==> config.mk <==
export PLATFORM = sky130hd
export DESIGN_NAME = game_tick_gen
export DESIGN_NICKNAME = d
export VERILOG_FILES = /design/src/rtl/game_pkg.sv /design/src/rtl/sync_edge_detect.sv /design/src/rtl/game_tick_gen.sv
export SDC_FILE = /design/constraint.sdc
export NUM_CORES = 1
export LEC_CHECK = 0
export BUFFER_PORTS_ARGS = -buffer_cell sky130_fd_sc_hd__buf_2
export CORE_MARGIN = 2
export CORE_UTILIZATION = 53
export CTS_CLUSTER_DIAMETER = 150
export DETAILED_ROUTE_END_ITERATION = 10
export GPL_ROUTABILITY_DRIVEN = 0
export PLACE_DENSITY = 0.87
export SLEW_MARGIN = 10
export SYNTH_ARGS = -nofsm -noshare
export SYNTH_HDL_FRONTEND = slang
export SYNTH_SLANG_ARGS = --single-unit
==> constraint.sdc <==
create_clock -name clk -period 1.9 [get_ports clk]
set_input_delay 0.285 -clock clk [delete_from_list [all_inputs] [get_ports clk]]
set_output_delay 0.285 -clock clk [all_outputs]
set_load 0.02 [all_outputs]
==> src/rtl/game_pkg.sv <==
// game_pkg: shared FSM states, level type and per-level step periods
// (measured in scan strobes) for the game tick logic.
package game_pkg;
  typedef enum logic [1:0] {IDLE, RUN, PAUSE} state_t;
  typedef logic [1:0] level_t;
  function automatic int unsigned period(level_t l);
    return l == 2'd0 ? 32 : l == 2'd1 ? 24 : l == 2'd2 ? 16 : 8;
  endfunction
endpackage

==> src/rtl/sync_edge_detect.sv <==
// sync_edge_detect: multi-flop synchroniser with a registered rising-edge strobe.
// A high input at reset release is not reported as an edge.
module sync_edge_detect #(
  parameter int STAGES = 2
) (
  input  logic clk,
  input  logic rst,
  input  logic d_i,
  output logic rise_o
);
  logic [STAGES-1:0] sync_q, fill_q;
  logic prev_q, rise_q, s, valid;
  assign s = sync_q[STAGES-1];
  assign valid = fill_q[STAGES-1];
  // prev stays 1 until the chain holds real samples, so flushed reset zeros never look like an edge
  always_ff @(posedge clk or posedge rst)
    if (rst) begin
      sync_q <= '0;
      fill_q <= '0;
      prev_q <= 1'b1;
      rise_q <= 1'b0;
    end else begin
      sync_q <= {sync_q[STAGES-2:0], d_i};
      fill_q <= {fill_q[STAGES-2:0], 1'b1};
      prev_q <= valid ? s : 1'b1;
      rise_q <= valid & s & ~prev_q;
    end
  assign rise_o = rise_q;
endmodule

==> src/rtl/game_tick_gen.sv <==
// game_tick_gen: turns the divided slow clock into scan strobes and
// level-dependent one-cycle game-step ticks, all on clk.
module game_tick_gen
  import game_pkg::*;
#(
  parameter int SYNC_STAGES = 2,
  parameter int CNT_W       = 6,
  parameter int TICK_CNT_W  = 16
) (
  input  logic                  clk,
  input  logic                  rst,
  input  logic                  slow_clk_in,
  input  logic                  start,
  input  logic                  pause,
  input  logic                  load_level,
  input  logic [1:0]            speed_level,
  input  logic                  speed_up,
  output logic                  scan_tick,
  output logic                  tick,
  output logic [1:0]            level_out,
  output logic                  running,
  output logic [TICK_CNT_W-1:0] tick_count
);
  state_t state_q, state_d;
  level_t level_q, level_d;
  logic [CNT_W-1:0] cnt_q, cnt_d, last;
  logic [TICK_CNT_W-1:0] tick_count_q;
  logic tick_q, tick_d, scan_q, lw;
  sync_edge_detect #(.STAGES(SYNC_STAGES)) u_sync (
    .clk    (clk),
    .rst    (rst),
    .d_i    (slow_clk_in),
    .rise_o (scan_q)
  );
  assign lw = load_level | speed_up;
  assign last = CNT_W'(period(level_q) - 1);
  always_comb begin
    state_d = state_q;
    cnt_d = cnt_q;
    tick_d = 1'b0;
    level_d = load_level ? speed_level : (speed_up && level_q != 2'd3) ? level_q + 2'd1 : level_q;
    case (state_q)
      IDLE: state_d = start ? RUN : IDLE;
      RUN:
        if (pause) state_d = PAUSE;
        else if (scan_q) begin
          tick_d = cnt_q == last;
          cnt_d = tick_d ? '0 : cnt_q + 1'b1;
        end
      PAUSE: state_d = pause ? PAUSE : RUN;
      default: state_d = IDLE;
    endcase
    // a level write restarts the period and swallows any coincident strobe
    if (lw) begin
      cnt_d = '0;
      tick_d = 1'b0;
    end
  end
  always_ff @(posedge clk or posedge rst)
    if (rst) begin
      state_q <= IDLE;
      level_q <= '0;
      cnt_q <= '0;
      tick_q <= 1'b0;
      tick_count_q <= '0;
    end else begin
      state_q <= state_d;
      level_q <= level_d;
      cnt_q <= cnt_d;
      tick_q <= tick_d;
      tick_count_q <= tick_count_q + TICK_CNT_W'(tick_q);
    end
  assign scan_tick = scan_q;
  assign tick = tick_q;
  assign level_out = level_q;
  assign running = state_q == RUN;
  assign tick_count = tick_count_q;
endmodule
==> results by group, run 1 <==
Setup path
  – Worst reg2reg path endpoint: cnt_q[5]$_DFFE_PP0P_
  – R2R depth: 6
  – CP peak stage delay: 0.43 ns
  – Worst-path cell chain: inv_1 > ha_1 > xor2_1 > a211oi_2 > a22oi_1 > a31o_2
  – Crit path launch type: register
  – Reg2Reg Setup Slack: 0.13 ns
  – Reg-to-Reg Start: level_out[1]$_DFFE_PP0P_
  – Crit path required time: 2.10 ns
  – Slowest stage cell on the critical path: dfrtp_1
  – Critical Path AT: 1.97 ns
  – CP Class: reg -> reg
  – Worst Path Max Fanout: 5
  – Worst setup EP type: register

Clocking
  – Clk root buf: clkbuf_4
  – Post-cts repair resize count: 0
  – Cts hold-fix bufs: 0
  – CTS Sinks: 33
  – Clk buf depth: 2
  – Post-CTS setup buffer count: 0
  – TritonCTS Buffers: 5
  – TritonCTS clock tree: built
  – CTS HTree Levels: 2
  – Clock Pin Slew Worst Setup and Hold Paths: 0.09 ns
  – Skew-Pair Late Insertion Delay: 0.31 ns

Floorplanning
  – Initial Util: 55.4%
  – Rows: 19
  – Die span in y: 57.5 um
  – Core area: 0.00273 mm2
  – IO Pins: 30
  – Die area: 0.00330 mm2
  – Die W: 57.5 um

Cells and area
  – Area growth syn-to-layout: 19.2%
  – Commonest non-fill, non-tap cell in the layout: dfrtp_1
  – # diodes: 0
  – Most frequent cells in the layout: dfrtp_1, buf_2, nand2_1
  – Share of layout cells above drive strength 1: 25.8%
  – Post-route cell area: 0.00181 mm2
  – Fillers: 204
  – Post-Layout Cell Count: 209
  – Fin nets: 193

Pwr
  – PwrDens: 822 mW/mm2
  – Static leakage: 0.954 nW
  – Power, Total: 1.49 mW
  – Peak VDD IR: 651 uV

STA
  – Min Tclk post-route: 1.77 ns
  – Fmax: 0.566 GHz
  – Final hold violation count: 0
  – Worst-case clock skew: 0.00537 ns
  – Final Setup Violations: 0
  – Fin worst setup slack: 0.133 ns
  – Post-route clock period utilization: 93.0%
  – Hold slack: 0.0644 ns
  – Max-slew violation count: 0

Routing
  – Final wirelength: 2800 um
  – Pre-Repair DR Iteration Count: 4
  – Initial DRC Count: 25
  – Via count: 1110
  – DR DRC count: 0
  – DRT antenna net count: 0
  – DR WL/cell: 13.4 um
  – Routed vias/inst: 5.31

Global route
  – Initial antenna violation count: 0
  – Vias in the first global route: 1141
  – First-pass GRT wire length: 4860 um
  – Largest net degree at the start of global routing: 34
  – All-Layer GR Usage: 18.9%
  – Total grt overflow: 0

Yosys
  – Post-Syn Area: 0.00152 mm2
  – Seq cells post-synth: 33
  – Number of flops mapped to enable cells by yosys: 0
  – Post-synthesis sequential area ratio: 54.6%
  – Post-synthesis cell count: 138
  – Warnings from Yosys: 0
  – Avg Cell Area, Syn: 11.0 um2
  – Yosys cell types: 34
  – Post-synth top flop: dfrtp_1
  – Synth area leaders: dfrtp_1, xnor2_1, ha_1, xor2_1, nand2_1
  – Syn nets: 154
  – Top-area cell type share of the netlist area: 52.8%
  – Ys async rst share: 100%
  – Yosys top cell by area: dfrtp_1

Min path
  – Hold WC Path Type: in -> async

Placement
  – DP Worst Slack: 0.158 ns
  – Port-buffer cells: 29
  – Cell count after placement: 198
  – Placed cell areas: 0.00170 mm2
  – DP HPWL: 2120 um

Outcome
  – Status: completed

Flow run
  – Max Cap Viol: 0
worst max path at each step:
| stage | from | to | slack, ns | depth (start not counted) |
|---|---|---|---|---|
| 6_report | level_out[1]$_DFFE_PP0P_ | cnt_q[5]$_DFFE_PP0P_ | 0.13 | 6 |
| 5_1_grt | level_out[1]$_DFFE_PP0P_ | cnt_q[5]$_DFFE_PP0P_ | -0.01 | 6 |
| 4_1_cts | level_out[1]$_DFFE_PP0P_ | cnt_q[5]$_DFFE_PP0P_ | 0.15 | 6 |
| 3_5_place_dp | pause | cnt_q[5]$_DFFE_PP0P_ | 0.16 | 5 |
| 3_3_place_gp | pause | cnt_q[5]$_DFFE_PP0P_ | 0.26 | 5 |
| 2_1_floorplan | level_out[0]$_DFFE_PP0P_ | cnt_q[5]$_DFFE_PP0P_ | 0.19 | 6 |
logic make-up (layout without fill, tap and decap cells):
group,after synthesis,after routing,share of synthesized area [%]
mux,2,2,1.32
other cells,1,1,0.247
xor+xnor,19,19,11.0
flops,33,33,54.6
fa+ha+maj,7,7,5.78
simple gates,52,52,16.7
compound gates,17,17,8.18
buf+inv,7,47,2.23
synthesized netlist by cell type, drive strengths merged, types with 3 or more instances:
| master | number |
|---|---|
| o21ai | 3 |
| nand4 | 3 |
| nand3 | 7 |
| xor2 | 8 |
| nor3 | 3 |
| inv | 5 |
| dfrtp | 32 |
| or3 | 3 |
| xnor2 | 11 |
| nor2 | 10 |
| a21oi | 4 |
| ha | 7 |
| nand2 | 17 |
registers in the layout, indices dropped and copies added, names as in the netlist:
register       flops
u_sync.rise_o      1
u_sync.fill_q      2
state_q            2
level_out          2
tick               1
u_sync.prev_q      1
tick_count        16
cnt_q              6
u_sync.sync_q      2
worst max-delay path, delay by kind of cell, from the launching register on:
kind,cells,cell delay (ns)
compound gates,3,0.77
flops,1,0.43
fa+ha+maj,1,0.20
xor+xnor,1,0.16
buf+inv,1,0.10
layer usage:
| layer | GRT usage, % | vias to the layer above | share of wire, % |
|---|---|---|---|
| met5 | 0 | - | 0 |
| met4 | 6.64 | 0 | 1.7 |
| met3 | 4.08 | 6 | 3.6 |
| met1 | 23.8 | 539 | 43 |
| li1 | - | 542 | - |
| met2 | 32.1 | 23 | 52 |
power breakdown:
group / total [mW] / internal, mW / switching (mW)
combinational: 0.194 / 0.0873 / 0.107
clock: 0.526 / 0.314 / 0.211
sequential: 0.766 / 0.734 / 0.0323
per-stage QoR:
stage / TNS (ns) / utilization (%)
2_1_floorplan: 0 / -
3_3_place_gp: 0 / 62.2
3_5_place_dp: 0 / 62.2
4_1_cts: 0 / 65.3
5_1_grt: -0.0129 / 66.1
6_report: 0 / 66.1
final cells by class:
type	count	area, um2	area share [%]
clock inverter	1	30.0	1.66
timing repair buffer	34	183	10.1
clock buffer	7	55.1	3.05
sequential	33	827	45.8
inverter	5	18.8	1.04
tap	31	38.8	2.15
multi-input combinational	98	654	36.2
Note: power is estimated with default switching activity, not from simulation.
==> run 2: changes to the inputs <==
Settings changed: SYNTH_HIERARCHICAL from default to 1.
==> run 2 against run 1 <==
Critical endpoint unchanged. Non-clock buffer count down 2. Wire length fell by 6.7%. Combinational power decreased by 6%. Flip-flop and latch count stayed put.
==> results by group, run 2 <==
Outcome
  – Status: completed

Cells and area
  – Area growth syn-to-layout: 16.9%
  – Max FFs per register: 16 (unchanged)
  – Fin nets: 191 (-1.0%)
  – # diodes: 0 (unchanged)
  – Most frequent cells in the layout: dfrtp_1, buf_2, nand2_1
  – Commonest non-fill, non-tap cell in the layout: dfrtp_1
  – Post-Layout Cell Count: 207 (-0.96%)
  – Share of layout cells above drive strength 1: 23.3% (-2.5 points)

STA
  – Fmax: 0.578 GHz (+2.1%)
  – Post-route clock period utilization: 91.0% (-1.9 points)
  – TNS Setup: 0 ns (unchanged)
  – Fin worst setup slack: 0.170 ns (+0.0369 ns)
  – Worst-case clock skew: 0.0114 ns (+0.00599 ns)
  – RSZ-0062 raised after global routing: false
  – Min Tclk post-route: 1.73 ns (-0.0369 ns)
  – Final Setup Violations: 0 (unchanged)
  – Max-slew violation count: 0 (unchanged)
  – Final hold violation count: 0 (unchanged)

Global route
  – Total grt overflow: 0 (unchanged)
  – Initial antenna violation count: 0 (unchanged)
  – First-pass GRT wire length: 4820 um (-0.70%)
  – Vias in the first global route: 1128 (-1.1%)
  – Largest net degree at the start of global routing: 28 (-18%)
  – All-Layer GR Usage: 20.1% (+1.2 points)

Placement
  – DP Worst Slack: 0.201 ns (+0.0431 ns)
  – Port-buffer cells: 29 (unchanged)
  – DP HPWL: 1950 um (-8.3%)
  – Cell count after placement: 198 (unchanged)

Yosys
  – Xor/xnor share of the synthesized area: 11.0% (unchanged)
  – Warnings from Yosys: 6 (+6)
  – Most frequent cells after synthesis: dfrtp_1, nand2_1, xnor2_1
  – Area share of fa/ha/maj cells after synthesis: 5.78% (unchanged)
  – Seq cells post-synth: 33 (unchanged)
  – Synth area leaders: dfrtp_1, ha_1, xnor2_1, xor2_1, nand2_1
  – Count leader, synth: dfrtp_1
  – Post-synthesis cell count: 138 (unchanged)
  – Simple-Gate Fraction of Synth Area: 16.9% (+0.25 points)
  – Syn nets: 154 (unchanged)
  – Post-Syn Area: 0.00152 mm2 (unchanged)
  – Yosys cell types: 35 (+2.9%)
  – Main combinational cell family by area after synthesis: simple AND/OR/NAND/NOR gates
  – Post-synthesis sequential area ratio: 54.6% (unchanged)
  – Mux cell area share after synthesis: 1.32% (unchanged)
  – Number of flops mapped to enable cells by yosys: 0 (unchanged)
  – Top-area cell type share of the netlist area: 52.8% (unchanged)
  – Synth Area in Compound Gates: 7.93% (-0.25 points)
  – Post-synth top flop: dfrtp_1
  – Ys async rst share: 100% (unchanged)
  – Yosys top cell by area: dfrtp_1
  – Avg Cell Area, Syn: 11.0 um2 (unchanged)

Floorplanning
  – Core area: 0.00273 mm2 (unchanged)
  – Die area: 0.00330 mm2 (unchanged)
  – Initial Util: 55.4% (unchanged)
  – Die span in y: 57.5 um (unchanged)
  – IO Pins: 30 (unchanged)
  – Rows: 19 (unchanged)
  – Die W: 57.5 um (unchanged)

Routing
  – DR WL/cell: 12.6 um (-5.8%)
  – DRT antenna net count: 0 (unchanged)
  – Via count: 1086 (-2.2%)
  – Pre-Repair DR Iteration Count: 4 (unchanged)
  – DR DRC count: 0 (unchanged)
  – Final wirelength: 2610 um (-6.7%)
  – Initial DRC Count: 48 (+92%)
  – Routed vias/inst: 5.25 (-1.2%)

Clocking
  – Clock Pin Slew Worst Setup and Hold Paths: 0.10 ns (about the same)
  – Clk buf depth: 2 (unchanged)
  – Skew-Pair Late Insertion Delay: 0.33 ns (+0.02 ns)
  – Post-CTS setup buffer count: 0 (unchanged)
  – CTS Sinks: 33 (unchanged)
  – Clk root buf: clkbuf_4
  – TritonCTS Buffers: 5 (unchanged)
  – TritonCTS clock tree: built
  – CTS HTree Levels: 2 (unchanged)

Setup path
  – Crit path required time: 2.13 ns (+0.03 ns)
  – Worst setup EP type: register
  – Critical Path AT: 1.96 ns (about the same)
  – Reg2Reg Setup Slack: 0.17 ns (+0.04 ns)
  – Worst Path Max Fanout: 5 (unchanged)
  – Crit path launch type: register
  – CP Class: reg -> reg

Pwr
  – PwrDens: 761 mW/mm2 (-7.4%)
  – Static leakage: 0.948 nW (-0.62%)
  – Peak VDD IR: 649 uV (-0.33%)

Flow run
  – Max Cap Viol: 0 (unchanged)

Min path
  – Hold WC Path Type: in -> reg
-- run 2: changes by cell type after synthesis, sizes merged --
cell,delta
nand4,-1
xnor2,-1
nor2,-1
inv,+1
xor2,+1
nand2,-1
and3b,+1
and4,+1
-- run 2: report_power, final --
group / switching [mW] / internal (mW)
Sequential: 0.0324 / 0.734
Clock: 0.218 / 0.182
Combinational: 0.100 / 0.0818
-- run 2: path summary, 6_finish.rpt --
kind / start / endpoint / cells after the start
max in group asynchronous: rst / state_q[1]$_DFFE_PP0P_ / 4
min in group asynchronous: rst / u_sync/fill_q[1]$_DFF_PP0_ / 3
max: level_out[1]$_DFFE_PP0P_ / cnt_q[5]$_DFFE_PP0P_ / 6
min: slow_clk_in / u_sync/sync_q[0]$_DFF_PP0_ / 1
max reg2reg: level_out[1]$_DFFE_PP0P_ / cnt_q[5]$_DFFE_PP0P_ / 6
min reg2reg: u_sync/sync_q[0]$_DFF_PP0_ / u_sync/sync_q[1]$_DFF_PP0_ / 0
-- run 2: layer usage --
| layer | up-vias | part of all wire, % | track usage (%) |
|---|---|---|---|
| met3 | 6 | 6.1 | 7.71 |
| met5 | - | 0 | 0 |
| met4 | 0 | 2.3 | 10.6 |
| met2 | 33 | 50 | 33.4 |
| li1 | 538 | - | - |
| met1 | 509 | 42 | 22.1 |
-- run 2: cells by family after synthesis --
logic type,Yosys count
AOI/OAI and AO/OA,17
DFF,33
adders and majority gates,7
muxes,2
and+or+nand+nor,51
other,1
xor gates and xnor gates,19
buffers and inverters,8
-- run 2: repair_timing --
item | 4_1_cts | 5_1_grt
resized for setup | 0 | 0
hold buffers | 1 | 0
hold endpoints to repair | 5 | 0
-- run 2: area by class of cell --
class,instances,area [um2]
fillers,227,962
flip-flops and latches,33,827
multi-input cells,97,654
repair buffers,32,170
clock buffers,8,58.8
well taps,31,38.8
inverters,6,22.5
-- run 2: stage by stage --
stage          util, %  cell area (um2)  hold slack, ns  power (mW)
2_1_floorplan        -             1520          0.0752       0.907
3_3_place_gp      62.3             1700           0.201       0.950
3_5_place_dp      62.3             1700           0.213       0.963
4_1_cts           64.8             1770          0.0411        1.38
5_1_grt           64.8             1770          0.0241        1.43
6_report          64.8             1770          0.0646        1.35
-- run 2: worst max-delay path: stages (launching register included) --
cell and delay (ns):
dfrtp_1 0.43, inv_1 0.10, ha_1 0.20, xor2_1 0.16, a211oi_2 0.35, a22oi_1 0.16
a31o_2 0.24
